<file path="src/rtl/lgn_img_pkg.sv">
// Shared constants and types for the LGN byte-serial image receiver.
package lgn_img_pkg;

    localparam int BYTES_PER_IMAGE = 32;
    localparam int BYTE_W          = 8;
    localparam int IMG_W           = BYTES_PER_IMAGE * BYTE_W;
    localparam int IDX_W           = $clog2(BYTES_PER_IMAGE);
    localparam int FCNT_W          = 16;

    localparam logic [IDX_W-1:0] LAST_IDX = IDX_W'(BYTES_PER_IMAGE - 1);

    typedef logic [IMG_W-1:0]  img_t;
    typedef logic [BYTE_W-1:0] byte_t;
    typedef logic [IDX_W-1:0]  idx_t;

    typedef enum logic {
        SLOT_EMPTY,
        SLOT_FULL
    } slot_state_t;

endpackage

</file>
<file path="src/rtl/lgn_img_slot.sv">
// Valid/ready holding register for completed images, with drop detection and a delivery counter.
module lgn_img_slot
    import lgn_img_pkg::*;
#(
    parameter int CNT_W = FCNT_W
) (
    input  logic             clk,
    input  logic             rst,
    input  logic             frame_done,
    input  img_t             frame,
    input  logic             img_ready,
    output img_t             img_data,
    output logic             img_valid,
    output logic             overflow,
    output logic [CNT_W-1:0] frame_count
);

    slot_state_t state, state_next;
    logic        load;
    logic        drop;

    always_comb begin
        state_next = state;
        load       = 1'b0;
        drop       = 1'b0;
        case (state)
            SLOT_EMPTY: begin
                if (frame_done) begin
                    state_next = SLOT_FULL;
                    load       = 1'b1;
                end
            end
            SLOT_FULL: begin
                // A consume in the same cycle as a new frame refills the slot without a bubble.
                if (frame_done) begin
                    load = img_ready;
                    drop = !img_ready;
                end else if (img_ready) begin
                    state_next = SLOT_EMPTY;
                end
            end
            default: state_next = SLOT_EMPTY;
        endcase
    end

    // NOTE: sequential state is updated with <= so every register samples pre-edge values.
    always_ff @(posedge clk) begin
        if (rst) begin
            state       <= SLOT_EMPTY;
            img_data    <= '0;
            overflow    <= 1'b0;
            frame_count <= '0;
        end else begin
            state <= state_next;
            if (load) begin
                img_data    <= frame;
                frame_count <= frame_count + 1'b1;
            end
            if (drop) begin
                overflow <= 1'b1;
            end
        end
    end

    assign img_valid = (state == SLOT_FULL);

endmodule

</file>
<file path="src/rtl/lgn_image_rx.sv">
// Byte-serial image receiver: assembles pixel bytes into 256-bit frames and hands them to the slot.
module lgn_image_rx
    import lgn_img_pkg::*;
#(
    parameter int FCNT_W = lgn_img_pkg::FCNT_W
) (
    input  logic              clk,
    input  logic              rst,
    input  logic [BYTE_W-1:0] in_byte,
    input  logic              in_en,
    input  logic              frame_sync,
    output logic [IMG_W-1:0]  img_data,
    output logic              img_valid,
    input  logic              img_ready,
    output logic [IDX_W-1:0]  byte_index,
    output logic              overflow,
    output logic [FCNT_W-1:0] frame_count
);

    img_t buffer;
    idx_t eff_idx;
    img_t frame_word;
    logic frame_done;

    assign eff_idx    = frame_sync ? '0 : byte_index;
    assign frame_done = in_en && (eff_idx == LAST_IDX);

    // The final byte is merged here so the slot sees the whole frame in the same cycle.
    always_comb begin
        frame_word = buffer;
        frame_word[eff_idx*BYTE_W +: BYTE_W] = in_byte;
    end

    // NOTE: the assembly buffer is reset because a reset must leave no stale pixels visible.
    always_ff @(posedge clk) begin
        if (rst) begin
            buffer     <= '0;
            byte_index <= '0;
        end else if (in_en) begin
            buffer     <= frame_word;
            byte_index <= (eff_idx == LAST_IDX) ? '0 : eff_idx + 1'b1;
        end else if (frame_sync) begin
            byte_index <= '0;
        end
    end

    lgn_img_slot #(
        .CNT_W (FCNT_W)
    ) u_slot (
        .clk         (clk),
        .rst         (rst),
        .frame_done  (frame_done),
        .frame       (frame_word),
        .img_ready   (img_ready),
        .img_data    (img_data),
        .img_valid   (img_valid),
        .overflow    (overflow),
        .frame_count (frame_count)
    );

endmodule

</file>
<file path="config.mk">
export PLATFORM = sky130hd
export DESIGN_NAME = lgn_image_rx
export DESIGN_NICKNAME = d
export VERILOG_FILES = /design/src/rtl/lgn_img_pkg.sv /design/src/rtl/lgn_img_slot.sv /design/src/rtl/lgn_image_rx.sv
export SDC_FILE = /design/constraint.sdc
export NUM_CORES = 1
export LEC_CHECK = 0
export ABC_AREA = 0
export BUFFER_PORTS_ARGS = -buffer_cell sky130_fd_sc_hd__buf_2
export CAP_MARGIN = 20
export CELL_PAD_IN_SITES_DETAIL_PLACEMENT = 0
export CELL_PAD_IN_SITES_GLOBAL_PLACEMENT = 1
export CORE_MARGIN = 2
export CORE_UTILIZATION = 45
export DETAILED_ROUTE_END_ITERATION = 8
export PLACE_DENSITY = 0.78
export SLEW_MARGIN = 40
export SYNTH_ARGS = -nofsm -noshare
export SYNTH_HDL_FRONTEND = slang
export SYNTH_HIERARCHICAL = 1
export SYNTH_SLANG_ARGS = --single-unit
</file>
<file path="constraint.sdc">
create_clock -name clk -period 4.3 [get_ports clk]
set_clock_uncertainty 0.2 [all_clocks]
set_input_delay 0.215 -clock clk [delete_from_list [all_inputs] [get_ports clk]]
set_output_delay 0.215 -clock clk [all_outputs]
set_load 0.03 [all_outputs]
</file>
==> results.yml <==
layout:
  finish.net_count: 2978
  fin_cells: 3709
  syn2layout_area_growth_pct: 17.9
  multi_input_area_um2: 13100
  regArea_um2: 10700
  fillerInstances: 4979
  drive_above_1_share_pct: 25.5
  postLayoutCoreUtil_pct: 53.9
global_routing:
  grt_overflow_total: 0
  antenna_found_initial: 4
  grt_pass1_wl_um: 115000
  track_usage_pct: 25.9
  grt_max_degree: 215
  grt_pass1_vias: 19700
power_and_ir_drop:
  p_leak_nw: 12.1
  p_per_area_nw_per_um2: 371
  worst_ir_drop_vdd_mv: 0.283
worst_setup_path:
  critPathMaxFanout: 21
  start_kind: "primary input"
  worst_path_most_repeated_cell: "ha_1"
  path_class: "primary input to flip-flop"
  crit_slowest_cell: "nor4_4"
  crit_chain: "dlygate4sd3_1 -> buf_2 -> nand2b_1 -> ha_1 -> inv_1 -> nor2_1 -> ha_1 -> nor3_1 -> o21ai_2 -> nor4_4 -> mux2_2 -> nand2_1 -> a21oi_1"
  required_ns: 4.57
  arrival_ns: 4.23
  critical_path.max_stage_delay_ns: 0.75
  crit_path_end_kind: "flip-flop"
synth:
  ys_dominant_reg_cell: "dfxtp_1"
  synth_top_cell_area_share_pct: 43.4
  synth_area_leaders: "dfxtp_1, mux2_2, mux2i_1, nand2_1, nand2b_1"
  ys_seq_area_share_pct: 43.4
  synthDistinctLibCells: 60
  synth_fp_nets: 2746
  synth_enable_flop_cells: 0
  synthArstFlopShare_pct: 0
  yosysWarnings: 6
  ys_ff_latch: 535
  synth_area_um2: 24700
  synth_cells: 2728
  yosys.area.top_type: "dfxtp_1"
  synth.avg_cell_area_um2: 9.05
die:
  start_util_pct: 45.7
  fp.dieW_um: 238
  fp.coreArea_um2: 54000
  io_pins: 292
  die_h_um: 238
  die_area_um2: 56800
  rows: 85
sta:
  final-hold-violation-count: 0
  hold-worst-slack_ns: 0.210
  fin_crit_sh_pct: 92.1
  finalCriticalPeriod_ns: 3.96
  slew_headroom_pct: 42.6
  tns_ns: 0
  grt_setup_unrepaired: "false"
  worst_pin_slew_ns: 0.855
  slew_viol_final: 0
  fmax_mhz: 253
  setup_violations: 0
clock_tree:
  cts_num_sinks: 535
  clk_latency_ns: 0.61
  ctsHtreeMaxLevel: 2
  numCtsBuffers: 59
  clk_transition_reported_paths_ns: 0.06
  cts_buffer_depth: 3
  tritoncts: "yes"
  cts_setup_buffers: 0
  cts-root-buf: "clkbuf_16"
drt:
  drt-total-wl_um: 75700
  firstDrtPassIters: 5
  ant_nets: 0
  post-route-drc-count: 0
  vias_per_cell: 5.48
  route.vias.total: 20300
  first_iter_violations: 1476
  wl_per_cell_um: 20.4
run:
  max_cap_viol_count: 0
min_path:
  min_path_type: "primary input to flip-flop"
placement:
  port_buffers: 291
  dp.cells: 3583
  dp_hpwl_um: 51600
  place.gp.congestion: 0.844
outcome:
  status: "completed"
## cell families (layout without fill, tap and decap cells)
family          after synthesis  count (layout)  share of synthesized area [%]
xor+xnor                      9               9                          0.319
other cells                   0               3                              0
fa+ha+maj                     5               5                          0.253
simple gates               1145            1145                           23.6
mux                         513             513                           22.1
flops                       535             535                           43.4
buf+inv                     216             498                           3.76
compound gates              305             305                           6.54
## layout make-up
cell class | count | share of cell area, %
multi-input cells | 1977 | 45.0
repair buffers | 376 | 7.83
clock buffers | 88 | 6.11
well taps | 696 | 2.99
diodes | 3 | 0.0258
inverters | 11 | 0.142
clock inverters | 23 | 1.12
flip-flops and latches | 535 | 36.8
## sequential cells by signal, summed over array words and instances (netlist names)
signal / count
buffer: 256
byte_index: 5
u_slot/frame_count: 16
u_slot/img_data: 256
u_slot/img_valid: 1
u_slot/overflow: 1
## metrics by stage
step	power (mW)	setup WS [ns]	area (µm²)
floorplan	5.33	0.393	24700
global placement	5.46	0.488	26800
detailed placement	5.47	0.392	26900
CTS	10.9	0.425	29100
global route	11.1	0.216	29100
finish	10.8	0.342	29100
## synthesized netlist by cell type, types with 5 or more instances
cell type  instances
nor2_1            96
nand2b_1         260
a31oi_1            8
nand4_2            5
a21oi_1          271
mux2i_1          256
nor3_1            21
and2_1            11
mux2_2           256
o21ai_0            9
xor2_1             6
or4_1             18
nand2_1          544
nand4_1           31
inv_1             11
buf_2             73
ha_1               5
or2_2              9
dfxtp_1          535
nor2b_1           11
nor4_4             8
clkbuf_1         124
nand3_1           14
and4_1             8
or3_1             83
## final timing paths
kind,from,to,slack (ns),depth (start not counted)
max,frame_sync,u_slot/img_data[244]$_SDFFE_PP0P_,0.34,13
min,img_ready,u_slot/img_valid$_SDFF_PP0_,0.21,3
max reg2reg,byte_index[1]$_SDFF_PP0_,u_slot/img_data[244]$_SDFFE_PP0P_,0.38,12
min reg2reg,u_slot/img_data[4]$_SDFFE_PP0P_,u_slot/img_data[4]$_SDFFE_PP0P_,0.25,2
## worst max-delay path, delay by kind of cell
kind	cells	cell delay, ns
buffers and inverters	3	1.08
and+or+nand+nor	5	1.56
AOI/OAI and AO/OA	2	0.37
adders and majority gates	2	0.59
muxes	1	0.41
## repair_timing
| item | in CTS | in global routing |
|---|---|---|
| hold buffers | 11 | 0 |
| endpoints found under the hold margin | 90 | 0 |
| resized for setup | 0 | 0 |
## placed cells by master, fill, tap and decap left out, drive strengths merged, types with 27 or more instances in the layout
master	n
a21oi	271
buf	365
clkbuf	88
dfxtp	535
mux2	257
mux2i	256
nand2	544
nand2b	260
nand4	39
nor2	96
nor3	27
or3	84
## power by group
| part | switching, mW | total, mW | internal [mW] |
|---|---|---|---|
| combinational | 0.285 | 0.414 | 0.129 |
| sequential | 0.00317 | 4.97 | 4.96 |
| clock | 2.08 | 5.40 | 3.33 |
| total | 2.37 | 10.8 | 8.42 |
## layer usage
metal / vias up / GRT usage (%) / share of wire (%)
met4: 0 / 9.24 / 3.1
li1: 9742 / - / -
met5: - / 0 / 0
met1: 9945 / 35.0 / 45
met2: 505 / 42.2 / 47
met3: 130 / 3.63 / 5.1
Note: power is estimated with default switching activity, not from simulation.
